File: src/rtl/opb_master_pkg.sv
// Shared types for the OPB master bridge: FSM states, byte-enable width and
// the slave-response priority decode used while a transfer is in flight.
package opb_master_pkg;

  localparam int BE_W = 4;

  typedef enum logic [2:0] {
    IDLE    = 3'd0,
    REQ     = 3'd1,
    XFER    = 3'd2,
    BACKOFF = 3'd3,
    RESP    = 3'd4
  } state_e;

  typedef enum logic [2:0] {
    XR_WAIT    = 3'd0,
    XR_TIMEOUT = 3'd1,
    XR_ERR     = 3'd2,
    XR_RETRY   = 3'd3,
    XR_ACK     = 3'd4
  } xfer_rsp_e;

  // Timeout beats errAck beats retry beats xferAck.
  function automatic xfer_rsp_e xfer_rsp_decode(input logic timeout,
                                                input logic errack,
                                                input logic retry,
                                                input logic xferack);
    xfer_rsp_e r;
    if (timeout) begin
      r = XR_TIMEOUT;
    end else if (errack) begin
      r = XR_ERR;
    end else if (retry) begin
      r = XR_RETRY;
    end else if (xferack) begin
      r = XR_ACK;
    end else begin
      r = XR_WAIT;
    end
    return r;
  endfunction

endpackage

File: src/rtl/opb_master_bridge.sv
// Single-outstanding OPB master driven by a valid/ready command port.
// Optional build macro RETRY_LIMIT_EN bounds the number of slave retries.
module opb_master_bridge
  import opb_master_pkg::*;
#(
  parameter int C_OPB_AWIDTH = 32,
  parameter int C_OPB_DWIDTH = 32,
  parameter int C_MAX_RETRY  = 15
) (
  input  logic                    OPB_Clk,
  input  logic                    OPB_Rst,
  input  logic                    cmd_valid,
  output logic                    cmd_ready,
  input  logic                    cmd_rnw,
  input  logic [C_OPB_AWIDTH-1:0] cmd_addr,
  input  logic [BE_W-1:0]         cmd_be,
  input  logic [C_OPB_DWIDTH-1:0] cmd_wdata,
  output logic                    rsp_valid,
  output logic [C_OPB_DWIDTH-1:0] rsp_rdata,
  output logic                    rsp_err,
  output logic                    M_request,
  output logic                    M_select,
  output logic                    M_RNW,
  output logic [C_OPB_AWIDTH-1:0] M_ABus,
  output logic [BE_W-1:0]         M_BE,
  output logic [C_OPB_DWIDTH-1:0] M_DBus,
  output logic                    M_seqAddr,
  input  logic                    OPB_MGrant,
  input  logic                    OPB_xferAck,
  input  logic                    OPB_errAck,
  input  logic                    OPB_retry,
  input  logic                    OPB_timeout,
  input  logic [C_OPB_DWIDTH-1:0] OPB_DBus
);

  state_e                    state_r;
  logic                      rnw_r;
  logic [C_OPB_AWIDTH-1:0]   addr_r;
  logic [BE_W-1:0]           be_r;
  logic [C_OPB_DWIDTH-1:0]   wdata_r;
  xfer_rsp_e                 rsp_kind_s;
  logic                      retry_exhausted_s;

  assign rsp_kind_s = xfer_rsp_decode(OPB_timeout, OPB_errAck, OPB_retry, OPB_xferAck);
  assign M_seqAddr  = 1'b0;

`ifdef RETRY_LIMIT_EN
  localparam logic [3:0] MAX_RETRY = 4'(C_MAX_RETRY);
  logic [3:0] retry_cnt_r;

  assign retry_exhausted_s = ((retry_cnt_r + 4'd1) == MAX_RETRY);

  // Retry counter: cleared on command accept, bumped on every retry seen in XFER.
  always_ff @(posedge OPB_Clk) begin
    if (OPB_Rst) begin
      retry_cnt_r <= 4'd0;
    end else if (state_r == IDLE && cmd_valid && cmd_ready) begin
      retry_cnt_r <= 4'd0;
    end else if (state_r == XFER && rsp_kind_s == XR_RETRY) begin
      retry_cnt_r <= retry_cnt_r + 4'd1;
    end else begin
      retry_cnt_r <= retry_cnt_r;
    end
  end
`else
  assign retry_exhausted_s = 1'b0;
`endif

  // Bridge FSM; every bus and fabric output is registered from the next state.
  always_ff @(posedge OPB_Clk) begin
    if (OPB_Rst) begin
      state_r   <= IDLE;
      cmd_ready <= 1'b1;
      rsp_valid <= 1'b0;
      rsp_err   <= 1'b0;
      rsp_rdata <= '0;
      M_request <= 1'b0;
      M_select  <= 1'b0;
      M_RNW     <= 1'b0;
      M_ABus    <= '0;
      M_BE      <= '0;
      M_DBus    <= '0;
      rnw_r     <= 1'b0;
      addr_r    <= '0;
      be_r      <= '0;
      wdata_r   <= '0;
    end else begin
      rsp_valid <= 1'b0;
      rsp_err   <= 1'b0;
      case (state_r)
        IDLE: begin
          if (cmd_valid && cmd_ready) begin
            rnw_r     <= cmd_rnw;
            addr_r    <= cmd_addr;
            be_r      <= cmd_be;
            wdata_r   <= cmd_wdata;
            cmd_ready <= 1'b0;
            M_request <= 1'b1;
            state_r   <= REQ;
          end else begin
            cmd_ready <= 1'b1;
          end
        end
        REQ: begin
          if (OPB_MGrant) begin
            M_request <= 1'b0;
            M_select  <= 1'b1;
            M_RNW     <= rnw_r;
            M_ABus    <= addr_r;
            M_BE      <= be_r;
            M_DBus    <= rnw_r ? '0 : wdata_r;
            state_r   <= XFER;
          end else begin
            M_request <= 1'b1;
          end
        end
        XFER: begin
          if (rsp_kind_s != XR_WAIT) begin
            M_select <= 1'b0;
            M_RNW    <= 1'b0;
            M_ABus   <= '0;
            M_BE     <= '0;
            M_DBus   <= '0;
          end
          case (rsp_kind_s)
            XR_TIMEOUT, XR_ERR: begin
              rsp_valid <= 1'b1;
              rsp_err   <= 1'b1;
              state_r   <= RESP;
            end
            XR_RETRY: begin
              if (retry_exhausted_s) begin
                rsp_valid <= 1'b1;
                rsp_err   <= 1'b1;
                state_r   <= RESP;
              end else begin
                state_r   <= BACKOFF;
              end
            end
            XR_ACK: begin
              rsp_valid <= 1'b1;
              if (rnw_r) begin
                rsp_rdata <= OPB_DBus;
              end
              state_r <= RESP;
            end
            default: begin
              state_r <= XFER;
            end
          endcase
        end
        BACKOFF: begin
          M_request <= 1'b1;
          state_r   <= REQ;
        end
        RESP: begin
          cmd_ready <= 1'b1;
          state_r   <= IDLE;
        end
        default: begin
          cmd_ready <= 1'b1;
          M_request <= 1'b0;
          M_select  <= 1'b0;
          M_RNW     <= 1'b0;
          M_ABus    <= '0;
          M_BE      <= '0;
          M_DBus    <= '0;
          state_r   <= IDLE;
        end
      endcase
    end
  end

endmodule

File: config.mk
export PLATFORM = sky130hd
export DESIGN_NAME = opb_master_bridge
export DESIGN_NICKNAME = d
export VERILOG_FILES = /design/src/rtl/opb_master_pkg.sv /design/src/rtl/opb_master_bridge.sv
export SDC_FILE = /design/constraint.sdc
export NUM_CORES = 1
export LEC_CHECK = 0
export ABC_AREA = 1
export BUFFER_PORTS_ARGS = -buffer_cell sky130_fd_sc_hd__buf_2
export CAP_MARGIN = 20
export CORE_ASPECT_RATIO = 1.1
export CORE_UTILIZATION = 45
export DETAILED_ROUTE_END_ITERATION = 8
export PLACE_DENSITY = 0.72
export SKIP_LAST_GASP = 1
export SYNTH_ARGS = -nofsm -noshare
export SYNTH_HDL_FRONTEND = slang
export SYNTH_SLANG_ARGS = --single-unit
File: constraint.sdc
create_clock -name OPB_Clk -period 1.4 [get_ports OPB_Clk]
set_input_delay 0.14 -clock OPB_Clk [delete_from_list [all_inputs] [get_ports OPB_Clk]]
set_output_delay 0.14 -clock OPB_Clk [all_outputs]
set_load 0.01 [all_outputs]
## Word-level counts from Yosys, hierarchy flattened

Index checks and enable logic that the tools add are counted.

- Register bits after elaboration: 178
- Input bits: 109
- Output and inout bits: 107
- Logic and storage cells: 72

- Equal/unequal tests: 11
- Muxes and demuxes: 29
- Bitwise operators: 3
- Reduce and logical (&&, ||, !) cells: 14

Operators by type and width:

| operator | number |
|---|---|
| $pmux 32 s3 | 2 |
| $mux 32 | 4 |
| $mux 3 | 6 |
| $eq 3x2->1 const B | 4 |
| $pmux 3 s4 | 1 |
| $pmux 4 s3 | 1 |
| $reduce_or 3->1 | 3 |
| $mux 1 | 8 |
| $mux 4 | 2 |
| $eq 3x1->1 const B | 2 |
| $eq 3x3->1 const B | 2 |
| $ne 2x2->1 const B | 3 |
| $pmux 1 s3 | 2 |
| $pmux 3 s2 | 1 |
| $reduce_and 2->1 | 3 |
| $reduce_and 3->1 | 2 |
| $reduce_or 2->1 | 3 |
| $pmux 1 s4 | 1 |
| $logic_not 3->1 | 1 |
| $not 1->1 | 3 |
| $reduce_bool 3->1 | 1 |
| $pmux 1 s2 | 1 |
| $logic_and 1x1->1 | 1 |

## Longest topological paths before layout

- Depth in word-level cells: 8
- Gate-level depth with buffers: 8
- Depth with buffers taken out: 7

## Worst setup path after synthesis

Ideal clock, no wire load.

- Path kind: register to register
- Start point: register state_r[0]
- End point: register addr_r[11]
- Setup time: 0.128 ns
- Data arrival time: 1.135 ns
- Required time: 1.272 ns
- Slack: 0.137 ns
- Cell stages (with the launch flop): 7
- Path buffers: 2
- Period minus slack after synthesis: 1.263 ns
- Cells stage by stage: dfxtp_1 -> nor2_4 -> nand4_2 -> buf_4 -> clkbuf_2 -> o21ai_0 -> a21oi_1

- Longest elaborated chain between the ends: 2

Ends and longest elaborated chain:

| what | RTL line | source |
|---|---|---|
| from (decl) | opb_master_bridge.sv:36 | `state_e state_r;` |
| from (signal assigned) | opb_master_bridge.sv:72 | `state_r <= IDLE;` |
| from (signal assigned) | opb_master_bridge.sv:99 | `state_r <= REQ;` |
| from (signal assigned) | opb_master_bridge.sv:112 | `state_r <= XFER;` |
| $logic_not 3->1 | opb_master_bridge.sv:90 | `case (state_r)` |
| $reduce_and 2->1 (no source line) | - |  |
| to (signal assigned) | opb_master_bridge.sv:94 | `addr_r <= cmd_addr;` |
| to (decl) | opb_master_bridge.sv:38 | `logic [C_OPB_AWIDTH-1:0] addr_r;` |

Every way passes these cells.
A chain may end at the register's enable or synchronous reset.

## Worst setup path in the final report

- Start point: register state_r[1]
- End point: register M_DBus[28]

- Longest elaborated chain between the ends: 4
- Elaborated cells on any way between the ends: 11
- Those cells by class: 6 x eq/ne; 1 x mux; 1 x bitwise; 3 x reduce/logical

Ends and longest elaborated chain:

| what | RTL line | source |
|---|---|---|
| $eq 3x2->1, or another cell as far along | opb_master_bridge.sv:90 |  |
| $reduce_or 3->1 (no source line) | - |  |
| $not 1->1 (no source line) | - |  |
| $reduce_and 3->1 (no source line) | - |  |
| to (signal assigned) | opb_master_bridge.sv:111 | `M_DBus <= rnw_r ? '0 : wdata_r;` |
| to (decl) | opb_master_bridge.sv:26 | `output logic [C_OPB_DWIDTH-1:0] M_DBus,` |

Several ways; a longest one is shown, not always the timed one.

==> metrics.log <==
INFO  metric worst_setup_hold_path_clk_slew = ~0.060 ns
INFO  metric syn-instance-count = 802
INFO  metric synth_cell_type_count = 26
INFO  metric totalNegativeSetupSlack = 0 ns
INFO  metric cts.sinks = 178
INFO  metric setup.worst_path.start_class = flip-flop
INFO  metric yosys_warnings = 0
INFO  metric maxSlewViolCount = 0
INFO  metric dpl.hpwl = 10400 µm
INFO  metric finalInstanceArea = 0.00941 mm²
INFO  metric gr-usage-met1 = 0.265
INFO  metric grt-busiest-layer = met2
INFO  metric timing_worst_setup_path_type = flip-flop to flip-flop
INFO  metric cts_root_buffer = sky130_fd_sc_hd__clkbuf_16
INFO  metric coreArea = 0.0139 mm²
INFO  metric floorplan.die_area = 0.0149 mm²
INFO  metric rsz0062_at_grt = true
INFO  metric via_count_of_the_first_global_routing_pass = 5686
INFO  metric synthesized_area_per_cell = 8.07 µm²
INFO  metric setup-violations-final = 0
INFO  metric worstSkewPairLatency = 0.43 ns
INFO  metric yosys_register_bits = 178
INFO  metric drc = 0
INFO  metric global_route.overflow_total = 0
INFO  metric drive_gt1_frac = 0.297
INFO  metric postSynthNetCount = 911
INFO  metric grt_max_degree = 76
INFO  metric synth_most_common_cell = sky130_fd_sc_hd__dfxtp_1
INFO  metric first_pass_iters = 4
INFO  metric wire_length_of_the_first_global_routing_pass = 27000 µm
INFO  metric layout_stage_area_growth_over_the_synthesis_result = 45.4%
INFO  metric synth-main-ff-cell = sky130_fd_sc_hd__dfxtp_1
INFO  metric via_per_inst = 4.82
INFO  metric fin_crit_sh = 1.00
INFO  metric tritoncts = yes
INFO  metric mappedNetlistArea = 0.00647 mm²
INFO  metric power.density_cell_area = 1600 mW/mm²
INFO  metric synth.yosys.seq_area_share = 0.551
INFO  metric async_reset_ff_frac = 0
INFO  metric grt.total_usage = 0.233
INFO  metric wl = 18000 µm
INFO  metric fill_cells = 1117
INFO  metric hold_violations = 0
INFO  metric effective_utilization_at_floorplan = 0.465
INFO  metric critical_path_required = 1.69 ns
INFO  metric grt_antenna_before_repair = 1
INFO  metric detail-route-antenna-nets = 0
INFO  metric synth.area.top_cells = sky130_fd_sc_hd__dfxtp_1 55%, sky130_fd_sc_hd__a21oi_1 11%, sky130_fd_sc_hd__o21ai_0 7.3%, sky130_fd_sc_hd__nand2_1 6.8%, sky130_fd_sc_hd__inv_1 4.5%
INFO  metric synthDominantCellAreaShare = 0.551
INFO  metric placedInstanceArea = ~0.0078 mm²
INFO  metric placement.io_buffers = ~210
INFO  metric min_period = 1.40 ns
INFO  metric h-tree-depth = 4
INFO  metric initial_drc_count = 302
INFO  metric arrival = 1.69 ns
INFO  metric worst_case_clock_buffer_depth = 2
INFO  metric cp_max_fo = 12
INFO  metric setup.worst_path.end_class = flip-flop
INFO  metric num_cts_buffers = 17
INFO  metric synth_enable_flop_cells = 0
INFO  metric max-vdd-ir-drop = 0.726 mV
INFO  metric num_rows = 45
INFO  metric fin_skew = 0.00884 ns
INFO  metric ioPinCount = 216
INFO  metric holdPathStages = 3
INFO  metric leakage = 4.08 nW
INFO  metric drv_cap = 0
INFO  metric die-height = 128 µm
INFO  metric place_congestion = 0.854
INFO  metric status = complete, no violations
INFO  metric vias = 6174
INFO  metric groute.layer.met2.usage = 0.406
INFO  metric design.final.nets = 1188
INFO  metric worst_reg_to_reg_path_cell_count = 8
INFO  metric post_drt_wl_per_cell = about 14 µm
INFO  metric max_clock_freq = slightly above 700 MHz
INFO  metric die_w = 116 µm
INFO  metric timing.hold.worst.class = input pin to flip-flop
INFO  metric gr-usage-met3 = 0.0619
INFO  metric synthTopCellsByCount = 178 x sky130_fd_sc_hd__dfxtp_1, 136 x sky130_fd_sc_hd__a21oi_1, 117 x sky130_fd_sc_hd__nand2_1
INFO  metric netlist.top_cell.by_area = sky130_fd_sc_hd__dfxtp_1
[critical path: stages (launching register included)]
cell	delay [ns]
sky130_fd_sc_hd__dfxtp_4	0.40
sky130_fd_sc_hd__inv_4	0.05
sky130_fd_sc_hd__nand3_4	0.09
sky130_fd_sc_hd__nor2_4	0.05
sky130_fd_sc_hd__nor2_4	0.24
sky130_fd_sc_hd__nand2_8	0.12
sky130_fd_sc_hd__clkbuf_16	0.19
sky130_fd_sc_hd__nand2_1	0.06
sky130_fd_sc_hd__a21oi_1	0.06
[layout make-up]
| type | instances | area, µm² | share of cell area |
|---|---|---|---|
| clock inverters | 12 | 154 | 0.0164 |
| flip-flops and latches | 178 | 3570 | 0.380 |
| multi-input cells | 485 | 2420 | 0.257 |
| clock buffers | 20 | 457 | 0.0485 |
| repair buffers | 315 | 2250 | 0.239 |
| diodes | 1 | 2.50 | 0.000266 |
| inverters | 82 | 318 | 0.0338 |
| well taps | 188 | 235 | 0.0250 |
[layer usage]
layer / vias up / wire (µm) / share of wire
met4: 0 / 409 / 0.023
li1: 3150 / - / -
met3: 33 / 1020 / 0.056
met5: - / 0 / 0
met1: 2804 / 7580 / 0.42
met2: 187 / 9020 / 0.50
[worst paths after layout]
kind                                   to  slack, ns                    start
setup reg to reg  M_DBus[28]$_SDFFE_PP0P_     0.0006  state_r[1]$_SDFFE_PP0P_
setup / recovery  M_DBus[28]$_SDFFE_PP0P_     0.0006  state_r[1]$_SDFFE_PP0P_
hold / removal    wdata_r[4]$_SDFFE_PP0P_      0.001             cmd_wdata[4]
hold reg to reg    addr_r[7]$_SDFFE_PP0P_       0.44   addr_r[7]$_SDFFE_PP0P_
[repair_timing]
| action | CTS | global route |
|---|---|---|
| endpoints found under the hold margin | 72 | 1 |
| hold buffers | 72 | 1 |
| pin swaps | 0 | 5 |
| gates cloned | 0 | 7 |
| endpoints found under the setup margin | 39 | 116 |
| resized for setup | 3 | 61 |
| buffers inserted | 0 | 1 |
[logic make-up (layout without fill, tap and decap cells)]
group	Yosys count	in the layout	share of synthesized area
other	1	2	0.000580
buffers and inverters	140	429	0.0982
flip-flops	178	178	0.551
AO/OA/AOI/OAI	246	246	0.193
AND/OR/NAND/NOR	237	238	0.157
[placed cells by master (no fill, tap or decap), types with 2 or more instances in the layout]
| master | n |
|---|---|
| sky130_fd_sc_hd__nand2_2 | 10 |
| sky130_fd_sc_hd__nor2_4 | 4 |
| sky130_fd_sc_hd__bufinv_16 | 3 |
| sky130_fd_sc_hd__clkinv_2 | 3 |
| sky130_fd_sc_hd__nand3_1 | 36 |
| sky130_fd_sc_hd__dlygate4sd3_1 | 73 |
| sky130_fd_sc_hd__nand2_4 | 4 |
| sky130_fd_sc_hd__a21oi_1 | 135 |
| sky130_fd_sc_hd__inv_1 | 75 |
| sky130_fd_sc_hd__nor2_2 | 10 |
| sky130_fd_sc_hd__inv_4 | 2 |
| sky130_fd_sc_hd__nand2_8 | 2 |
| sky130_fd_sc_hd__clkinvlp_4 | 3 |
| sky130_fd_sc_hd__nand3_4 | 3 |
| sky130_fd_sc_hd__nand2_1 | 103 |
| sky130_fd_sc_hd__buf_4 | 9 |
| sky130_fd_sc_hd__buf_2 | 214 |
| sky130_fd_sc_hd__clkbuf_16 | 22 |
| sky130_fd_sc_hd__clkbuf_8 | 2 |
| sky130_fd_sc_hd__a21oi_2 | 5 |
| sky130_fd_sc_hd__nor3_1 | 4 |
| sky130_fd_sc_hd__buf_6 | 2 |
| sky130_fd_sc_hd__nor2_1 | 58 |
| sky130_fd_sc_hd__o21ai_0 | 76 |
| sky130_fd_sc_hd__inv_6 | 4 |
| sky130_fd_sc_hd__o21ai_1 | 28 |
| sky130_fd_sc_hd__inv_2 | 4 |
| sky130_fd_sc_hd__dfxtp_1 | 175 |
| sky130_fd_sc_hd__dfxtp_4 | 3 |
| sky130_fd_sc_hd__buf_12 | 11 |
[stage by stage]
| stage | total power [mW] | cells | hold slack [ns] | setup slack [ns] | utilization |
|---|---|---|---|---|---|
| after global routing | 15.9 | 1281 | 0.0106 | -0.0589 | 0.677 |
| after global placement | 9.25 | 1167 | 0.384 | 0.0406 | 0.557 |
| after detailed placement | 9.32 | 1167 | 0.391 | -0.0482 | 0.557 |
| after CTS | 14.3 | 1271 | 0.00132 | -0.0147 | 0.654 |
| final | 15.1 | 1281 | 0.00104 | 0.000608 | 0.677 |
| after floorplan | 8.38 | 802 | 0.304 | 0.137 | - |
[state kept, by name (all words and copies together), names as in the netlist, 3 cells and up]
| signal | cells |
|---|---|
| addr_r | 32 |
| rsp_rdata | 32 |
| M_ABus | 32 |
| state_r | 3 |
| wdata_r | 32 |
| M_BE | 4 |
| M_DBus | 32 |
| be_r | 4 |
[report_power, final]
group,internal (mW),switching [mW]
combinational,1.70,2.29
sequential,5.80,0.415
clock,2.91,1.97
total,10.4,4.68
Note: power is estimated with default switching activity, not from simulation.
